$ cat config.mk
export PLATFORM = sky130hd
export DESIGN_NAME = alu_md
export DESIGN_NICKNAME = d
export VERILOG_FILES = /design/src/rtl/alu_md_pkg.sv /design/src/rtl/div_radix2_step.sv /design/src/rtl/alu_md.sv
export SDC_FILE = /design/constraint.sdc
export NUM_CORES = 1
export LEC_CHECK = 0
export BUFFER_PORTS_ARGS = -buffer_cell sky130_fd_sc_hd__buf_2
export CELL_PAD_IN_SITES_DETAIL_PLACEMENT = 1
export CELL_PAD_IN_SITES_GLOBAL_PLACEMENT = 2
export CORE_UTILIZATION = 30
export DETAILED_ROUTE_END_ITERATION = 6
export PLACE_DENSITY = 0.72
export RECOVER_POWER = 100
export SLEW_MARGIN = 20
export SYNTH_ARGS = -nofsm -noshare
export SYNTH_HDL_FRONTEND = slang
export SYNTH_SLANG_ARGS = --single-unit
$ cat constraint.sdc
create_clock -name clk -period 6.3 [get_ports clk]
set_input_delay 0.63 -clock clk [delete_from_list [all_inputs] [get_ports clk]]
set_output_delay 0.63 -clock clk [all_outputs]
set_load 0.1 [all_outputs]
$ cat src/rtl/alu_md_pkg.sv
// Shared encodings for the iterative multiply/divide unit.
package alu_md_pkg;

    localparam logic [2:0] MD_NONE  = 3'd0;
    localparam logic [2:0] MD_MULT  = 3'd1;
    localparam logic [2:0] MD_MULTU = 3'd2;
    localparam logic [2:0] MD_DIV   = 3'd3;
    localparam logic [2:0] MD_DIVU  = 3'd4;
    localparam logic [2:0] MD_MTHI  = 3'd5;
    localparam logic [2:0] MD_MTLO  = 3'd6;

    typedef enum logic [1:0] {
        ST_IDLE = 2'd0,
        ST_BUSY = 2'd1,
        ST_DONE = 2'd2
    } md_state_t;

    function automatic logic is_iter_op(input logic [2:0] op);
        return (op == MD_MULT) || (op == MD_MULTU) || (op == MD_DIV) || (op == MD_DIVU);
    endfunction

    function automatic logic is_signed_op(input logic [2:0] op);
        return (op == MD_MULT) || (op == MD_DIV);
    endfunction

    function automatic logic is_div_op(input logic [2:0] op);
        return (op == MD_DIV) || (op == MD_DIVU);
    endfunction

endpackage

$ cat src/rtl/div_radix2_step.sv
// One restoring-division step: shift in the next dividend bit, subtract the divisor if it fits.
module div_radix2_step #(
    parameter int WIDTH = 32
) (
    input  logic [WIDTH-1:0] rem,
    input  logic             dividend_bit,
    input  logic [WIDTH-1:0] divisor,
    output logic [WIDTH-1:0] rem_next,
    output logic             q_bit
);

    logic [WIDTH:0] shifted;
    logic [WIDTH:0] diff;

    always_comb begin
        shifted  = {rem, dividend_bit};
        diff     = shifted - {1'b0, divisor};
        q_bit    = ~diff[WIDTH];
        rem_next = q_bit ? diff[WIDTH-1:0] : shifted[WIDTH-1:0];
    end

endmodule

$ cat src/rtl/alu_md.sv
// Iterative MULT/MULTU/DIV/DIVU unit with HI/LO registers and single-cycle MTHI/MTLO.
//   state   | meaning
//   ST_IDLE | waiting for start
//   ST_BUSY | one radix-2 step per cycle, WIDTH steps
//   ST_DONE | one-cycle result pulse; may accept a new start
module alu_md
    import alu_md_pkg::*;
#(
    parameter int WIDTH = 32
) (
    input  logic             clk,
    input  logic             resetn,
    input  logic             start,
    input  logic [2:0]       op,
    input  logic [WIDTH-1:0] a,
    input  logic [WIDTH-1:0] b,
    input  logic             flush,
    output logic             busy,
    output logic             done,
    output logic [WIDTH-1:0] hi,
    output logic [WIDTH-1:0] lo
);

    localparam int CW = $clog2(WIDTH);
    localparam logic [CW-1:0] LAST = CW'(WIDTH - 1);

    md_state_t        state;
    logic [CW-1:0]    cnt;
    logic             is_div, neg_q, neg_r, div_zero;
    logic [WIDTH-1:0] opnd, a_orig, acc_hi, acc_lo;

    logic             in_signed;
    logic [WIDTH-1:0] a_mag, b_mag, addend;
    logic [WIDTH:0]   sum;
    logic [WIDTH-1:0] mul_hi_n, mul_lo_n, rem_n, div_lo_n, quo, rmd;
    logic             q_bit;
    logic [2*WIDTH-1:0] prod;
    logic [WIDTH-1:0] res_hi, res_lo;

    div_radix2_step #(.WIDTH(WIDTH)) u_div_step (
        .rem          (acc_hi),
        .dividend_bit (acc_lo[WIDTH-1]),
        .divisor      (opnd),
        .rem_next     (rem_n),
        .q_bit        (q_bit)
    );

    always_comb begin
        in_signed = is_signed_op(op);
        a_mag     = (in_signed && a[WIDTH-1]) ? -a : a;
        b_mag     = (in_signed && b[WIDTH-1]) ? -b : b;

        // Multiply: conditional add into the upper half, then shift {carry,hi,lo} right.
        addend   = acc_lo[0] ? opnd : '0;
        sum      = {1'b0, acc_hi} + {1'b0, addend};
        mul_hi_n = sum[WIDTH:1];
        mul_lo_n = {sum[0], acc_lo[WIDTH-1:1]};
        div_lo_n = {acc_lo[WIDTH-2:0], q_bit};

        prod = {mul_hi_n, mul_lo_n};
        if (neg_q) prod = -prod;
        quo = neg_q ? -div_lo_n : div_lo_n;
        rmd = neg_r ? -rem_n : rem_n;
        if (div_zero) begin
            quo = '1;
            rmd = a_orig;
        end

        res_hi = is_div ? rmd : prod[2*WIDTH-1:WIDTH];
        res_lo = is_div ? quo : prod[WIDTH-1:0];
    end

    always_ff @(posedge clk or negedge resetn) begin
        if (!resetn) begin
            state    <= ST_IDLE;
            busy     <= 1'b0;
            done     <= 1'b0;
            hi       <= '0;
            lo       <= '0;
            cnt      <= '0;
            is_div   <= 1'b0;
            neg_q    <= 1'b0;
            neg_r    <= 1'b0;
            div_zero <= 1'b0;
            opnd     <= '0;
            a_orig   <= '0;
            acc_hi   <= '0;
            acc_lo   <= '0;
        end else if (flush) begin
            state <= ST_IDLE;
            busy  <= 1'b0;
            done  <= 1'b0;
        end else begin
            case (state)
                ST_IDLE, ST_DONE: begin
                    state <= ST_IDLE;
                    busy  <= 1'b0;
                    done  <= 1'b0;
                    if (start && is_iter_op(op)) begin
                        state    <= ST_BUSY;
                        busy     <= 1'b1;
                        cnt      <= '0;
                        is_div   <= is_div_op(op);
                        neg_q    <= in_signed && (a[WIDTH-1] ^ b[WIDTH-1]);
                        neg_r    <= in_signed && a[WIDTH-1];
                        div_zero <= (b == '0);
                        a_orig   <= a;
                        acc_hi   <= '0;
                        // Multiply keeps the multiplier in acc_lo; divide shifts the dividend out of it.
                        opnd     <= is_div_op(op) ? b_mag : a_mag;
                        acc_lo   <= is_div_op(op) ? a_mag : b_mag;
                    end else if (start && op == MD_MTHI) begin
                        hi <= a;
                    end else if (start && op == MD_MTLO) begin
                        lo <= a;
                    end
                end
                ST_BUSY: begin
                    cnt    <= cnt + CW'(1);
                    acc_hi <= is_div ? rem_n : mul_hi_n;
                    acc_lo <= is_div ? div_lo_n : mul_lo_n;
                    if (cnt == LAST) begin
                        state <= ST_DONE;
                        busy  <= 1'b0;
                        done  <= 1'b1;
                        hi    <= res_hi;
                        lo    <= res_lo;
                    end
                end
                default: begin
                    state <= ST_IDLE;
                    busy  <= 1'b0;
                    done  <= 1'b0;
                end
            endcase
        end
    end

endmodule

==> results_dict.tcl, run 1 <==
set metrics [dict create \
    synth_area_leader_cell "dfrtp_1" \
    synth-seq-area-share 0.261 \
    cts_inserted_buffers 26 \
    drt-met1-wl_um 41900 \
    synth.top_cell.area_share 0.261 \
    slew_violations 464 \
    grt_max_degree 100 \
    violations "design-rule violations, max-capacitance violations, max-slew violations" \
    detail_route.first_pass.iterations 7 \
    core_area_um2 64500 \
    cts.hold.buffers_added 0 \
    final_area_um2 21800 \
    routed_via_density 5.92 \
    fp.dieW_um 257 \
    synth-main-ff-cell "dfrtp_1" \
    worstSetupEndpointType "register" \
    cp.buffers_inverters 3 \
    dp_slack_ps 1060 \
    worst_path_most_repeated_cell "clkbuf_1" \
    power_density_nw_per_um2 526 \
    ys_types 94 \
    start_kind "register" \
    clk_pin_slew_ps 60 \
    dr_wl_met3_um 5010 \
    dr_total_vias 20913 \
    wl_met2_um 43200 \
    highest_layer "met4" \
    ios 137 \
    crit_path_max_incr_delay_ps 1980 \
    wire_per_inst_um 26.4 \
    cts.htree.levels 1 \
    place.gp.congestion 0.906 \
    synth_top_family_by_area "compound AO/OA/AOI/OAI gates" \
    grt_pass1_vias 21080 \
    clock.fmax_mhz 177 \
    synth-xor-area-share 0.0941 \
    insertion_delay_ps 570 \
    synth_common_cells "nand2_1 (380), nor2_1 (269), a21oi_1 (256), dfrtp_1 (204), o21ai_0 (194)" \
    synthMuxAreaShare 0.0431 \
    cts_resized 0 \
    cts_tree "done" \
    grt_remaining_overflow 0 \
    final-setup-viol-count 0 \
    crit_family "buffers and inverters" \
    slew-limit-headroom -1.56 \
    hold_violations 0 \
    numPortBuffers 136 \
    drt_iter0_markers 1871 \
    detailed_place_hpwl_um 71700 \
    synth-edff-count 0 \
    root_buffer "clkbuf_16" \
    yosys-top-cells-area "dfrtp_1 (26%), nand2_1 (7.3%), a21oi_1 (6.6%)" \
    layout.cells.non_filler 3534 \
    post-cts-setup-buffers 0 \
    crit_required_ps 6760 \
    drv_cap 10 \
    fp-row-count 93 \
    die_h_um 257 \
    syn_area_um2 19600 \
    holdWs_ps 134 \
    async_flop_share 1.00 \
    yosysWarningCount 0 \
    p_leak_nw 8.92 \
    cp_data_arrival_time_ps 6110 \
    yosysMostFrequentCell "nand2_1" \
    synth_seq_cells 204 \
    r2r_cells 8 \
    areaGrowthSynthToFinish_pct 11.3 \
    syn-instance-count 2651 \
    fin_nets 2803 \
    hp-class "in -> async" \
    timing.final.crit_period_ps 5650 \
    syn_area_per_cell_um2 7.38 \
    clockBufferDepth 3 \
    drcViolationCount 3 \
    synth_adder_area_share 0.0475 \
    synth_fp_nets 2795 \
    wl_um 93300 \
    drive_above_1_share 0.0792 \
    cp_num_cells 8 \
    path_cells "nor2b_2, clkbuf_1, nand2b_2, clkbuf_1, nand2_2, clkbuf_2, o211ai_1, o21ai_0" \
    die_area_um2 66200 \
    final_util 0.337 \
    grt.total_usage 0.277 \
    fin_crit_sh 0.896 \
    rsz0062_at_grt "no" \
    placed_area_um2 20900 \
    fillers 7927 \
    finalPower_mw 11.5 \
    clock-sinks 204 \
    antenna_found_initial 4 \
    synth_compound_gate_area_share 0.268 \
    final_antenna_net_count 0 \
    vdd_ir_drop_max_uv 241 \
    start_util 0.303 \
    crit_path_max_fanout 59 \
    fin_setup_tns_ps 0 \
    cp_slowest_cell "clkbuf_1" \
    multi_input_area_um2 13400 \
    layout_setup_ws_ps 653 \
    yosys.area_share.simple 0.230 \
    seq_area_um2 5110 \
    grt_pass1_wl_um 140000 \
    crit_type "reg -> reg" \
    placed_cells 3486 \
    fin_skew_ps 10.2 \
    tightest_slew_ps 3840 \
    outcome "finished with violations" \
]
==> power by group <==
group / switching, mW / internal (mW) / total, mW
Clock: 0.662 / 1.10 / 1.76
Combinational: 5.21 / 2.15 / 7.35
Sequential: 0.603 / 1.73 / 2.33
Total: 6.47 / 4.98 / 11.5
==> cell families (layout without fill, tap and decap cells) <==
kind of cell    after synthesis  after routing
compound gates              826            826
flops                       204            204
simple gates                976            976
other cells                   0              1
mux                          82             82
fa+ha+maj                    73             73
xor+xnor                    210            210
buf+inv                     280            307
==> cell type report <==
class                      instances  share of cell area
clock buffer                      35              0.0357
timing repair buffer             180              0.0407
tap                              855              0.0492
antenna                            1            0.000115
multi-input combinational       2167               0.616
inverter                          80              0.0138
clock inverter                    12             0.00989
sequential                       204               0.235
==> sequential cells by signal, indices dropped and copies added (netlist names) <==
signal and cells:
hi 32, acc_lo 32, acc_hi 32, neg_q 1, opnd 32, is_div 1, state 2, div_zero 1
done 1, cnt 5, lo 32, a_orig 32, neg_r 1
==> per-layer routing <==
metal  vias up  GRT usage
met5         -          0
met4         0     0.0845
met3       132     0.0287
met2       630      0.455
met1     10613      0.380
li1       9538          -
==> placed cells by master, fill, tap and decap left out, types with 19 or more instances in the layout <==
| master | n |
|---|---|
| o211ai_1 | 37 |
| clkbuf_16 | 27 |
| nand3_1 | 76 |
| o21ai_0 | 195 |
| nor3_1 | 55 |
| a221oi_1 | 21 |
| nand2_1 | 379 |
| buf_4 | 30 |
| a21o_1 | 46 |
| or3_1 | 25 |
| xnor2_1 | 120 |
| nor4_1 | 22 |
| a31oi_1 | 40 |
| and2_1 | 19 |
| buf_2 | 67 |
| clkbuf_1 | 81 |
| a211oi_1 | 27 |
| dfrtp_1 | 202 |
| inv_1 | 76 |
| o31ai_1 | 35 |
| nor2_1 | 267 |
| ha_1 | 71 |
| mux2i_1 | 64 |
| xor2_1 | 90 |
| or4_1 | 21 |
| a21oi_1 | 256 |
==> worst reg2reg max path, cell delays in order, from the launching register on <==
cell and delay, ps:
dfrtp_1 520, nor2b_2 200, clkbuf_1 1980, nand2b_2 40, clkbuf_1 1130, nand2_2 350, clkbuf_2 900, o211ai_1 240
o21ai_0 190
==> worst paths after layout <==
path / startpoint / end / slack, ps
min: resetn / lo[24] / 130
max reg2reg: state[0] / acc_lo[0] / 650
max: state[0] / acc_lo[0] / 650
max in group asynchronous: resetn / is_div / 3160
min in group clk: flush / state[0] / 340
min reg2reg: a_orig[20] / a_orig[20] / 480
Power figures use the tool's default switching activity.
==> run 2: changes to the inputs <==
- CORE_ASPECT_RATIO: default -> 1.1
- PLACE_DENSITY: 0.72 -> 0.74
- clock period: 6.3 -> 5 ns (I/O delays scaled with it)
==> results_dict.tcl, run 2 (synthesized netlist as in run 1, its figures left out) <==
set metrics [dict create \
    outcome "finished with violations" \
    violations "max-capacitance violations, max-slew violations" \
    detailed_place_hpwl_um 73600 \
    p_leak_nw 9.09 \
    core_area_um2 64100 \
    ios 137 \
    drive_above_1_share 0.0908 \
    fin_nets 2848 \
    worstSetupEndpointType "register" \
    rr_startpoint "acc_lo[31]" \
    timing.final.crit_period_ps 4680 \
    seq_area_um2 5110 \
    drt_iter0_markers 1318 \
    insertion_delay_ps 570 \
    crit_path_max_fanout 15 \
    tightest_slew_ps 3220 \
    final_antenna_net_count 0 \
    wire_per_inst_um 26.6 \
    crit_type "reg -> reg" \
    min_to "state[0]" \
    fin_skew_ps 19.1 \
    cts.htree.levels 1 \
    clock.fmax_mhz 214 \
    clk_pin_slew_ps 60 \
    whs_path_depth 2 \
    grt.total_usage 0.282 \
    worst-r2r-setup-slack_ps 320 \
    cts_tree "done" \
    detail_route.first_pass.iterations 5 \
    rsz0062_at_grt "no" \
    layout_commonest_cell "nand2_1" \
    hp-class "in -> reg" \
    cts.hold.buffers_added 0 \
    fp.dieW_um 245 \
    layout_common_cells "nand2_1 (380), nor2_1 (267), a21oi_1 (255)" \
    die_h_um 270 \
    slew_violations 402 \
    areaGrowthSynthToFinish_pct 12.4 \
    grt_max_degree 114 \
    fp-row-count 97 \
    drcViolationCount 0 \
    cts_inserted_buffers 27 \
    clockBufferDepth 3 \
    die_area_um2 66200 \
    place.gp.congestion 0.946 \
    clock-sinks 204 \
    start_util 0.305 \
    fillers 7983 \
    final_util 0.343 \
    placed_area_um2 21300 \
    start_kind "register" \
    grt_pass1_wl_um 141000 \
    drv_cap 7 \
    dr_total_vias 20950 \
    vdd_ir_drop_max_uv 570 \
    hp-start "flush" \
    grt_pass1_vias 21724 \
    fin_crit_sh 0.937 \
    final_area_um2 22000 \
    grt_remaining_overflow 0 \
    routed_via_density 5.88 \
    r2r_cells 18 \
    r2r-end "lo[27]" \
    hold_violations 0 \
    root_buffer "clkbuf_16" \
    cp_data_arrival_time_ps 5160 \
    fin_setup_tns_ps 0 \
    slew-limit-headroom -1.14 \
    antenna_found_initial 3 \
    multi_input_area_um2 13400 \
    power_density_nw_per_um2 666 \
    final-setup-viol-count 0 \
    numPortBuffers 136 \
    crit_required_ps 5480 \
    wl_um 94600 \
]
==> run 2: cell count changes in the layout (fill, tap and decap cells not counted), moves of 2 or more <==
cell | before | now
clkbuf_2 | 2 | 4
mux2_1 | 0 | 8
clkinvlp_4 | 2 | 0
a31oi_2 | 0 | 2
clkbuf_1 | 81 | 86
clkinv_2 | 4 | 2
buf_4 | 30 | 70
buf_12 | 0 | 3
a31oi_1 | 40 | 38
bufinv_16 | 6 | 1
mux2_2 | 18 | 10
==> run 2: cell type report <==
type	instances	share of cell area
flip-flops and latches	204	0.232
well taps	841	0.0479
clock buffers	41	0.0359
clock inverters	4	0.00222
multi-input cells	2167	0.611
inverters	80	0.0137
diodes	1	0.000114
repair buffers	224	0.0567
==> run 2: what timing repair did <==
action                     in CTS  in global routing
buffers inserted                0                  1
gates resized for setup         0                  7
setup endpoints to repair       0                 17
==> run 2: power by group <==
part | leakage, nW | internal, mW | switching [mW]
logic | 6.15 | 2.91 | 6.96
clock network | 0.411 | 1.12 | 0.816
registers | 2.53 | 2.18 | 0.646
total | 9.09 | 6.21 | 8.42
==> run 2: worst max path at each step <==
stage	start	end	depth (start not counted)
after floorplan	acc_lo[31]	hi[30]	23
after detailed placement	acc_lo[31]	hi[30]	16
after global placement	acc_lo[31]	hi[30]	16
after CTS	acc_lo[31]	hi[30]	16
final	acc_lo[31]	lo[27]	18
after global routing	acc_lo[31]	hi[22]	22
==> run 2: layer usage <==
layer  routed length, µm  global-route usage  vias to the layer above
li1                    -                   -                     9619
met1               38500               0.343                    10539
met2               45600               0.480                      581
met3                3690              0.0219                      211
met4                6820               0.173                        0
met5                   0                   0                        -
==> run 2: worst max-delay path, stage by stage, from the launching register on <==
cell,delay [ps]
dfrtp_1,370
inv_1,70
ha_1,170
inv_1,60
fa_1,430
a211oi_2,270
buf_4,180
o211ai_1,80
o211ai_1,230
a21oi_2,160
o21a_1,240
buf_4,220
o21ai_0,200
clkbuf_1,630
a21boi_0,240
xor2_1,240
a311oi_1,540
a21oi_1,80
o21ai_0,180
==> run 2: metrics by stage <==
step / total power [mW] / instances / worst slack, ps / hold WS, ps
4_1_cts: 14.7 / 3560 / 136 / 33.6
3_3_place_gp: 12.5 / 3515 / 227 / 458
2_1_floorplan: 9.31 / 2651 / 285 / 204
3_5_place_dp: 12.7 / 3515 / 137 / 464
5_1_grt: 15.4 / 3561 / 6.18 / 187
6_report: 14.6 / 3562 / 317 / 182
==> run 3: changes to the inputs <==
==> constraint.sdc (replaced) <==
create_clock -name clk -period 5 [get_ports clk]
set_input_delay 1 -clock clk [delete_from_list [all_inputs] [get_ports clk]]
set_output_delay 1 -clock clk [all_outputs]
set_load 0.1 [all_outputs]
==> results_dict.tcl, run 3 (synthesized netlist as in run 1, its figures left out) <==
set metrics [dict create \
    dp_slack_ps 100 \
    die_area_um2 66200 \
    p_leak_nw 9.24 \
    hold_violations 0 \
    grt.total_usage 0.293 \
    antenna_found_initial 2 \
    cts_inserted_buffers 27 \
    violations "max-capacitance violations, max-slew violations" \
    timing.final.crit_period_ps 4780 \
    numPortBuffers 136 \
    crit_type "reg -> reg" \
    crit_path_max_fanout 9 \
    power.switching_mw 8.58 \
    drv_cap 5 \
    p_int_mw 6.64 \
    fillers 7908 \
    sequentialPowerShare 0.187 \
    clk_pin_slew_ps 60 \
    fin_crit_sh 0.956 \
    vdd_ir_drop_max_uv 467 \
    layout_setup_ws_ps 218 \
    dr_total_vias 21074 \
    die_h_um 270 \
    start_util 0.305 \
    clock-sinks 204 \
    outcome "finished with violations" \
    crit_required_ps 5490 \
    clock.fmax_mhz 209 \
    rsz0062_at_grt "no" \
    fin_skew_ps 31.3 \
    power_density_nw_per_um2 683 \
    slew-limit-headroom -1.16 \
    ios 137 \
    comb_power_share 0.664 \
    wire_per_inst_um 27.4 \
    routed_via_density 5.88 \
    clockBufferDepth 3 \
    cp_data_arrival_time_ps 5270 \
    final_antenna_net_count 0 \
    tightest_slew_ps 3230 \
    drcViolationCount 0 \
    cts_tree "done" \
    final_util 0.348 \
    fin_setup_tns_ps 0 \
    fp.dieW_um 245 \
    drive_above_1_share 0.0995 \
    place.gp.congestion 0.946 \
    cts.hold.buffers_added 0 \
    final-setup-viol-count 0 \
    drt_iter0_markers 1434 \
    layout_commonest_cell "nand2_1" \
    worstSetupEndpointType "register" \
    p_sw_frac 0.564 \
    grt_max_degree 102 \
    slew_violations 361 \
    detailed_place_hpwl_um 77000 \
    detail_route.first_pass.iterations 5 \
    core_area_um2 64100 \
    grt_pass1_vias 21751 \
    clkPwrFrac 0.149 \
    hp-class "reg -> reg" \
    fin_nets 2869 \
    insertion_delay_ps 590 \
    start_kind "register" \
    cts.htree.levels 1 \
    grt_pass1_wl_um 145000 \
    grt_remaining_overflow 0 \
    layout_common_cells "nand2_1 (380), nor2_1 (268), a21oi_1 (254)" \
    fp-row-count 97 \
    wl_um 98100 \
    root_buffer "clkbuf_16" \
    finalPower_mw 15.2 \
    areaGrowthSynthToFinish_pct 14.0 \
]
## run 3: timing repair
item	CTS	global route
gates resized for setup	0	10
setup buffers	0	4
endpoints found under the setup margin	0	13
hold endpoints to repair	0	0
## run 3: cell type report
class                      count  area [µm²]  area share
sequential                   204        5110       0.229
inverter                      80         304      0.0136
tap                          841        1050      0.0472
antenna                        3        7.51    0.000337
multi-input combinational   2167       13400       0.603
timing repair buffer         245        1390      0.0621
clock buffer                  36         759      0.0341
clock inverter                11         238      0.0107
## run 3: routing by layer
| layer | share of wire | wire length (µm) | vias to the layer above | GRT usage |
|---|---|---|---|---|
| met3 | 0.042 | 4110 | 219 | 0.0238 |
| met4 | 0.074 | 7270 | 0 | 0.184 |
| li1 | - | - | 9673 | - |
| met1 | 0.40 | 39400 | 10618 | 0.356 |
| met2 | 0.48 | 47400 | 564 | 0.497 |
| met5 | 0 | 0 | - | 0 |
## run 3: final timing paths
path / startpoint / endpoint / slack (ps) / cells past startpoint
worst min-delay path: a_orig[17] / a_orig[17] / 480 / 2
worst min register to register: a_orig[17] / a_orig[17] / 480 / 2
min in group asynchronous: resetn / lo[23] / 1460 / 1
max in group asynchronous: resetn / is_div / 1190 / 1
worst max-delay path: acc_hi[0] / hi[29] / 220 / 13
worst max register to register: acc_hi[0] / hi[29] / 220 / 13
## run 3: stage by stage
stage | instances | cell area (µm²) | hold slack, ps
final | 3587 | 22300 | 475
after global routing | 3584 | 22300 | 500
after CTS | 3580 | 22400 | 475
after detailed placement | 3533 | 21400 | 461
after global placement | 3533 | 21400 | 459
after floorplan | 2651 | 19600 | 440
## run 3: critical path, stage by stage, from the launching register on
cell and delay (ps):
dfrtp_1 480, ha_1 300, nor2b_1 140, o2111ai_1 660, nand2_1 230, xor2_1 200, buf_4 180, or4_1 560
nor4_1 420, a32oi_1 380, or3_1 470, o311ai_1 240, a21oi_1 130, o31ai_1 300
## run 3: power by group through the flow
| stage | Combinational, mW | Clock, mW | Sequential, mW |
|---|---|---|---|
| after detailed placement | 10.1 | 0 | 2.87 |
| after floorplan | 5.39 | 0 | 3.93 |
| after global routing | 10.8 | 2.35 | 2.91 |
| after global placement | 9.95 | 0 | 2.85 |
| after CTS | 10.1 | 2.29 | 2.84 |
| final | 10.1 | 2.27 | 2.85 |
